$ cat config.mk
export PLATFORM = sky130hd
export DESIGN_NAME = uart_rx
export DESIGN_NICKNAME = d
export VERILOG_FILES = /design/src/rtl/uart_rx.sv
export SDC_FILE = /design/constraint.sdc
export NUM_CORES = 1
export LEC_CHECK = 0
export ABC_AREA = 1
export ABC_CLOCK_PERIOD_IN_PS = 2380
export CAP_MARGIN = 20
export CORE_MARGIN = 2
export CORE_UTILIZATION = 63
export CTS_BUF_LIST = sky130_fd_sc_hd__clkbuf_8
export CTS_CLUSTER_SIZE = 14
export DETAILED_ROUTE_END_ITERATION = 10
export PLACE_DENSITY = 0.95
export SLEW_MARGIN = 10
export SYNTH_ARGS = -nofsm -noshare
export SYNTH_HDL_FRONTEND = slang
export SYNTH_SLANG_ARGS = --single-unit
$ cat constraint.sdc
create_clock -name clk -period 2.38 [get_ports clk]
set_input_delay 0.476 -clock clk [delete_from_list [all_inputs] [get_ports clk]]
set_output_delay 0.476 -clock clk [all_outputs]
set_load 0.05 [all_outputs]
$ cat src/rtl/uart_rx.sv
// uart_rx: 8N1 UART receiver, LSB first, idle high.
// Samples each bit at mid-bit from a 2-flop synchronised copy of rx.
// A good frame updates rx_data and pulses rx_valid for one cycle.
// A low stop bit pulses frame_err and waits for the line to return high.
module uart_rx #(
  parameter int CLKS_PER_BIT = 868
) (
  input  logic       clk,
  input  logic       rst_n,
  input  logic       rx,
  output logic [7:0] rx_data,
  output logic       rx_valid,
  output logic       rx_busy,
  output logic       frame_err
);

  localparam int CW = (CLKS_PER_BIT > 2) ? $clog2(CLKS_PER_BIT) : 1;
  localparam logic [CW-1:0] HALF_BIT = CW'((CLKS_PER_BIT - 1) / 2);
  localparam logic [CW-1:0] LAST_CLK = CW'(CLKS_PER_BIT - 1);

  typedef enum logic [2:0] {
    IDLE,
    START,
    DATA,
    STOP,
    WAIT_IDLE
  } state_t;

  state_t        state, state_next;
  logic          rx_meta, rx_s;
  logic [CW-1:0] clk_cnt, clk_cnt_next;
  logic [2:0]    bit_idx, bit_idx_next;
  logic [7:0]    shift, shift_next;
  logic [7:0]    data_next;
  logic          valid_next, err_next;

  // Two-flop synchroniser; both stages reset to the idle (high) level.
  always_ff @(posedge clk) begin
    if (!rst_n) begin
      rx_meta <= 1'b1;
      rx_s    <= 1'b1;
    end else begin
      rx_meta <= rx;
      rx_s    <= rx_meta;
    end
  end

  // State, counters, shift register and registered output pulses.
  always_ff @(posedge clk) begin
    if (!rst_n) begin
      state     <= IDLE;
      clk_cnt   <= '0;
      bit_idx   <= '0;
      shift     <= '0;
      rx_data   <= '0;
      rx_valid  <= 1'b0;
      frame_err <= 1'b0;
    end else begin
      state     <= state_next;
      clk_cnt   <= clk_cnt_next;
      bit_idx   <= bit_idx_next;
      shift     <= shift_next;
      rx_data   <= data_next;
      rx_valid  <= valid_next;
      frame_err <= err_next;
    end
  end

  // Next-state and datapath decode; START counts to mid start bit so every
  // later full-bit count lands in the middle of a data or stop bit.
  always_comb begin
    state_next   = state;
    clk_cnt_next = clk_cnt;
    bit_idx_next = bit_idx;
    shift_next   = shift;
    data_next    = rx_data;
    valid_next   = 1'b0;
    err_next     = 1'b0;

    unique case (state)
      IDLE: begin
        if (!rx_s) begin
          state_next   = START;
          clk_cnt_next = '0;
        end
      end

      START: begin
        if (clk_cnt == HALF_BIT) begin
          clk_cnt_next = '0;
          if (!rx_s) begin
            state_next   = DATA;
            bit_idx_next = '0;
          end else begin
            state_next = IDLE;
          end
        end else begin
          clk_cnt_next = clk_cnt + CW'(1);
        end
      end

      DATA: begin
        if (clk_cnt == LAST_CLK) begin
          shift_next   = {rx_s, shift[7:1]};
          clk_cnt_next = '0;
          bit_idx_next = bit_idx + 3'd1;
          if (bit_idx == 3'd7) begin
            state_next = STOP;
          end
        end else begin
          clk_cnt_next = clk_cnt + CW'(1);
        end
      end

      STOP: begin
        if (clk_cnt == LAST_CLK) begin
          clk_cnt_next = '0;
          if (rx_s) begin
            data_next  = shift;
            valid_next = 1'b1;
            state_next = IDLE;
          end else begin
            err_next   = 1'b1;
            state_next = WAIT_IDLE;
          end
        end else begin
          clk_cnt_next = clk_cnt + CW'(1);
        end
      end

      WAIT_IDLE: begin
        if (rx_s) begin
          state_next = IDLE;
        end
      end

      default: begin
        state_next = IDLE;
      end
    endcase
  end

  assign rx_busy = (state != IDLE);

endmodule

==> results of run 1 <==
[cells by family after synthesis]
kind of cell / after synthesis
buffers and inverters: 39
AO/OA/AOI/OAI: 50
adder cells (fa/ha/maj): 4
AND/OR/NAND/NOR: 94
XOR/XNOR: 2
flip-flops: 36
[layout by cell type, fill, tap and decap left out, drive strengths merged, types with 2 or more instances in the layout]
master         count
nand2             45
dfxtp             36
inv               35
a21oi             26
nor2              23
o21ai             23
nand3             15
clkdlybuf4s50     13
nor3               6
clkbuf             5
ha                 4
or2                3
xor2               2
clkinv             2
[final cells by class]
class                           count  area, sq um
Clock inverter                      3         38.8
Tap cell                           30         37.5
Clock buffer                        5         68.8
Inverter                           35          131
Multi-Input combinational cell    150          772
Fill cell                         166          571
Timing Repair Buffer               14          138
Sequential cell                    36          721
[sequential cells by signal (all words and copies together), names as in the netlist]
signal     flops
state          3
rx_s           1
rx_valid       1
rx_data        8
clk_cnt       10
bit_idx        3
rx_meta        1
frame_err      1
shift          8
[how the worst max path moves through the flow]
stage	start	endpoint	cells past startpoint
floorplan	clk_cnt[0]	state[2]	10
finish	state[2]	rx_busy	3
global route	state[2]	rx_busy	3
CTS	state[2]	rx_busy	3
global placement	state[2]	rx_busy	3
detailed placement	state[2]	rx_busy	3
[per-stage QoR]
step / cells / hold slack [ns] / worst slack (ns) / power, mW / utilization (%)
after floorplan: 225 / 0.393 / 0.970 / 0.890 / -
final: 273 / 0.428 / 0.199 / 1.50 / 77.0
after detailed placement: 265 / 0.405 / 0.536 / 0.972 / 72.6
after CTS: 273 / 0.424 / 0.214 / 1.50 / 77.0
after global placement: 265 / 0.405 / 0.571 / 0.962 / 72.6
after global routing: 273 / 0.440 / 0.0966 / 1.57 / 77.0
[routing by layer]
metal  track usage (%)  wire length [microns]
met1              35.3                   1540
met4              11.4                     76
met5                 0                      0
met2              48.0                   1820
met3              8.60                    257
[report_power, final]
group / internal (mW) / switching [mW] / leakage (nW)
clock network: 0.306 / 0.224 / 0.0593
registers: 0.625 / 0.0301 / 0.291
logic: 0.0865 / 0.232 / 0.449
[worst max-delay path, delay by kind of cell, from the launching register on]
family	cells	cell delay [ns]
flops	1	0.44
buf+inv	1	0.79
simple gates	2	0.18
==> out/results.ini, run 1 <==
[worst_setup_path]
cp_slowest_cell=clkdlybuf4s50_1
end_kind=output port
crit_path_max_fanout=5
rr_startpoint=clk_cnt[0]
start_kind=register
worst_path_largest_cell_delay_ns=0.79
arrival_ns=1.70
reg2reg_slack_ns=0.61
cp_cell_sequence=nor2_1 -> nand2_1 -> clkdlybuf4s50_1
reg2reg_to=bit_idx[0]
path_class=register to output port
cp_data_required_time_ns=1.90
r2r_cells=9

[synth]
synth_fa_ha_area_share_pct=3.04
synth_simple_gate_area_share_pct=27.4
synth_top_family_by_area=simple AND/OR/NAND/NOR gates
synth_compound_area_share_pct=15.3
yosysWarnings=0
yosysMostFrequentCell=nand2_1
synth_area_leader_cell=dfxtp_1
synth_mux_area_share_pct=0
syn_nets=232
synth-edff-count=0
ys_ff_latch=36
synthCells=225
synth_area_sq_um=1650
synth.avg_cell_area_sq_um=7.32
synth_xor_area_share_pct=1.06
yosys-top-cells-count=42 x nand2_1, 36 x dfxtp_1, 26 x a21oi_1
netlist_top_cells_area=dfxtp_1 44%, nand2_1 9.6%, a21oi_1 7.9%
yosysSeqAreaShare_pct=43.7
synth_top_area_share_pct=43.7
synth-main-ff-cell=dfxtp_1
synthArstFlopShare_pct=0
synth_cell_type_count=27

[timing]
setup_viol=0
hold_violations=0
skew_ns=0.00749
drv_slew=0
tightestPinTransition_ns=0.501
min_period_ns=2.18
fin_setup_tns_ns=0
rsz0062_at_grt=no
min_period_over_period_pct=91.6
relSlewSlack_pct=66.5
fmax_ghz=0.459

[power]
irDropWorstVdd_uv=894
power.density_nw_per_um2=789
cellLeakagePower_nw=0.799

[finish]
syn_to_final_growth_pct=15.7
layout-drive-gt1-share_pct=13.6
antenna_cells=0
design_area_sq_um=1910
nets=249

[status]
status=finished, final reports clean

[route]
dr_total_vias=1518
firstDrtPassIters=4
ant_nets=0
drc=0
wl_per_cell_microns=13.5
drtIter0Drc=72
via_per_inst=5.56
routed_wl_mm=3.69

[min_path]
holdPathEnd=rx_s
hold_depth=1
hold_path_class=register to register
min-delay-start=rx_meta

[die]
die_x_microns=55.1
pin_count=14
die-area_sq_um=3040
start_util_pct=66.5
coreArea_sq_um=2480
num_rows=18
die_h_microns=55.1

[grt]
antenna_found_initial=0
gr-total-overflow=0
grt_util_all_layers_pct=29.0
grt_pass1_vias=1341
grt_pass1_wl_mm=6.09
grt_start_max_net_pins=19

[cts]
cts_hold_buf=0
clock_path_buffers=2
cts_buffers=5
post_cts_resized=0
clk_pin_slew_ns=0.07
clock_latency_ns=0.30
tritoncts=built
clock_sinks=36
cts_setup_buffers=0
cts_root_buf=clkbuf_8
cts.htree.levels=2

[placement]
place.gp.congestion=0.860
port_buffers=13
dp_hpwl_mm=2.41
placed_area_sq_um=1800

[run]
cap_viol_max_count=0

Note: power is estimated with default switching activity, not from simulation.
==> run 2: changes to the inputs <==
--- a/config.mk
+++ b/config.mk
@@ -14,6 +14,7 @@
 export CTS_CLUSTER_SIZE = 14
 export DETAILED_ROUTE_END_ITERATION = 10
 export PLACE_DENSITY = 0.95
+export RECOVER_POWER = 100
 export SLEW_MARGIN = 10
 export SYNTH_ARGS = -nofsm -noshare
 export SYNTH_HDL_FRONTEND = slang
==> out/results.ini, run 2 (synthesis results as in run 1) <==
[placement]
place_inst=265  ; unchanged
dp_hpwl_mm=2.41  ; unchanged
place.gp.congestion=0.860  ; unchanged
post-place-ws_ns=0.536  ; unchanged
port_buffers=13  ; unchanged
placed_area_sq_um=1800  ; unchanged

[cts]
tritoncts=built  ; unchanged
clock_path_buffers=2  ; unchanged
clock_sinks=36  ; unchanged
cts_setup_buffers=0  ; unchanged
cts_buffers=5  ; unchanged
cts.htree.levels=2  ; unchanged
clk_pin_slew_ns=0.07  ; about the same
cts_hold_buf=0  ; unchanged
post_cts_resized=0  ; unchanged
cts_root_buf=clkbuf_8  ; unchanged
clock_latency_ns=0.29  ; was 0.30 ns

[timing]
timing.final.ws_setup_ns=0.195  ; was 0.199 ns
min_period_over_period_pct=91.8  ; was 91.6%
skew_ns=0.00490  ; was 0.00749 ns
tightestPinTransition_ns=0.598  ; was 0.501 ns
fmax_ghz=0.458  ; was 0.459 GHz
hold_violations=0  ; unchanged
rsz0062_at_grt=no  ; unchanged
relSlewSlack_pct=60.1  ; was 66.5%
setup_viol=0  ; unchanged
drv_slew=0  ; unchanged
fin_setup_tns_ns=0  ; unchanged
min_period_ns=2.18  ; about the same

[grt]
antenna_found_initial=0  ; unchanged
met2_usage_pct=48.0  ; unchanged
met3_usage_pct=8.60  ; unchanged
grt_pass1_wl_mm=6.09  ; unchanged
busiest_layer=met2  ; unchanged
gr-total-overflow=0  ; unchanged
grt_pass1_vias=1341  ; unchanged
grt_util_all_layers_pct=29.0  ; unchanged
grt_start_max_net_pins=19  ; unchanged
use_met1_pct=35.3  ; unchanged

[finish]
layout-drive-gt1-share_pct=11.9  ; was 13.6%
largestRegisters=clk_cnt: 10 flops, rx_data: 8 flops, shift: 8 flops  ; unchanged
finalNonFillerCells=273  ; unchanged
largest_register_ffs=10  ; unchanged
syn_to_final_growth_pct=14.4  ; was 15.7%
antenna_cells=0  ; unchanged
design_area_sq_um=1890  ; was 1910 sq um
final_common_cell=nand2_1  ; unchanged
mostFrequentLayoutCells=43 x nand2_1, 36 x dfxtp_1, 26 x inv_1, 26 x a21oi_1  ; was 42 x nand2_1, 36 x dfxtp_1, 26 x a21oi_1
regMostFlops=clk_cnt  ; unchanged
nets=249  ; unchanged

[die]
pin_count=14  ; unchanged
die-area_sq_um=3040  ; unchanged
die_x_microns=55.1  ; unchanged
start_util_pct=66.5  ; unchanged
num_rows=18  ; unchanged
die_h_microns=55.1  ; unchanged
coreArea_sq_um=2480  ; unchanged

[route]
wl_per_cell_microns=13.5  ; about the same
drtIter0Drc=73  ; was 72
via_per_inst=5.59  ; was 5.56
drc=0  ; unchanged
routed_wl_mm=3.68  ; was 3.69 mm
dr_total_vias=1525  ; was 1518
ant_nets=0  ; unchanged
firstDrtPassIters=4  ; unchanged

[worst_setup_path]
end_kind=output port  ; unchanged
crit_path_max_fanout=5  ; unchanged
worst_path_largest_cell_delay_ns=0.79  ; about the same
path_class=register to output port  ; unchanged
cp_cell_sequence=nor2_1 -> nand2_1 -> clkdlybuf4s50_1  ; unchanged
arrival_ns=1.71  ; was 1.70 ns
cp_slowest_cell=clkdlybuf4s50_1  ; unchanged
cp_data_required_time_ns=1.90  ; about the same
crit_family=buffers and inverters  ; unchanged
cp_num_buf_inv=1  ; unchanged
start_kind=register  ; unchanged

[power]
power.density_nw_per_um2=793  ; was 789 nW/um^2
irDropWorstVdd_uv=884  ; was 894 uV
cellLeakagePower_nw=0.832  ; was 0.799 nW
finalPower_mw=1.50  ; about the same

[run]
cap_viol_max_count=0  ; unchanged

[status]
status=finished, final reports clean  ; unchanged

[min_path]
hold_path_class=register to register  ; unchanged

-- run 2: final timing paths --
check               endpoint  cells past startpoint  slack, ns  startpoint
hold reg to reg         rx_s                      1       0.42     rx_meta
hold / removal          rx_s                      1       0.42     rx_meta
setup reg to reg  bit_idx[0]                      9       0.27  clk_cnt[0]
setup / recovery     rx_busy                      3       0.20    state[2]
-- run 2: power by group --
| group | leakage [nW] | total [mW] | switching, mW | internal, mW |
|---|---|---|---|---|
| Sequential | 0.291 | 0.655 | 0.0307 | 0.625 |
| Combinational | 0.481 | 0.312 | 0.229 | 0.0836 |
| Clock | 0.0593 | 0.527 | 0.221 | 0.306 |
| Total | 0.832 | 1.50 | 0.480 | 1.01 |
-- run 2: layer usage --
metal / part of all wire (%) / up-vias
met3: 5.6 / 9
met4: 1.9 / 0
li1: - / 761
met2: 50 / 50
met5: 0 / -
met1: 42 / 705
-- run 2: worst reg2reg max path, delay by kind of cell (launching register included) --
| family | cells | cell delay, ns |
|---|---|---|
| flip-flops | 1 | 0.40 |
| AND/OR/NAND/NOR | 4 | 0.90 |
| buffers and inverters | 2 | 0.24 |
| adder cells (fa/ha/maj) | 1 | 0.24 |
| AO/OA/AOI/OAI | 2 | 0.29 |
-- run 2: area by class of cell --
class	instances	area, sq um
Tap cell	30	37.5
Multi-Input combinational cell	150	751
Clock inverter	3	38.8
Inverter	35	131
Fill cell	169	592
Timing Repair Buffer	14	138
Sequential cell	36	721
Clock buffer	5	68.8
-- run 2: metrics by stage --
stage          hold slack, ns  utilization, %
2_1_floorplan           0.393               -
3_3_place_gp            0.405            72.6
3_5_place_dp            0.405            72.6
4_1_cts                 0.424            77.0
5_1_grt                 0.440            76.1
6_report                0.422            76.1
==> run 3: changes to the inputs <==
--- a/config.mk
+++ b/config.mk
@@ -15,7 +15,6 @@
 export DETAILED_ROUTE_END_ITERATION = 10
 export PLACE_DENSITY = 0.95
 export RECOVER_POWER = 100
-export SLEW_MARGIN = 10
 export SYNTH_ARGS = -nofsm -noshare
 export SYNTH_HDL_FRONTEND = slang
 export SYNTH_SLANG_ARGS = --single-unit
==> results of run 3 <==
Same layout as run 2: the final DEF is identical, and so are final timing and power.
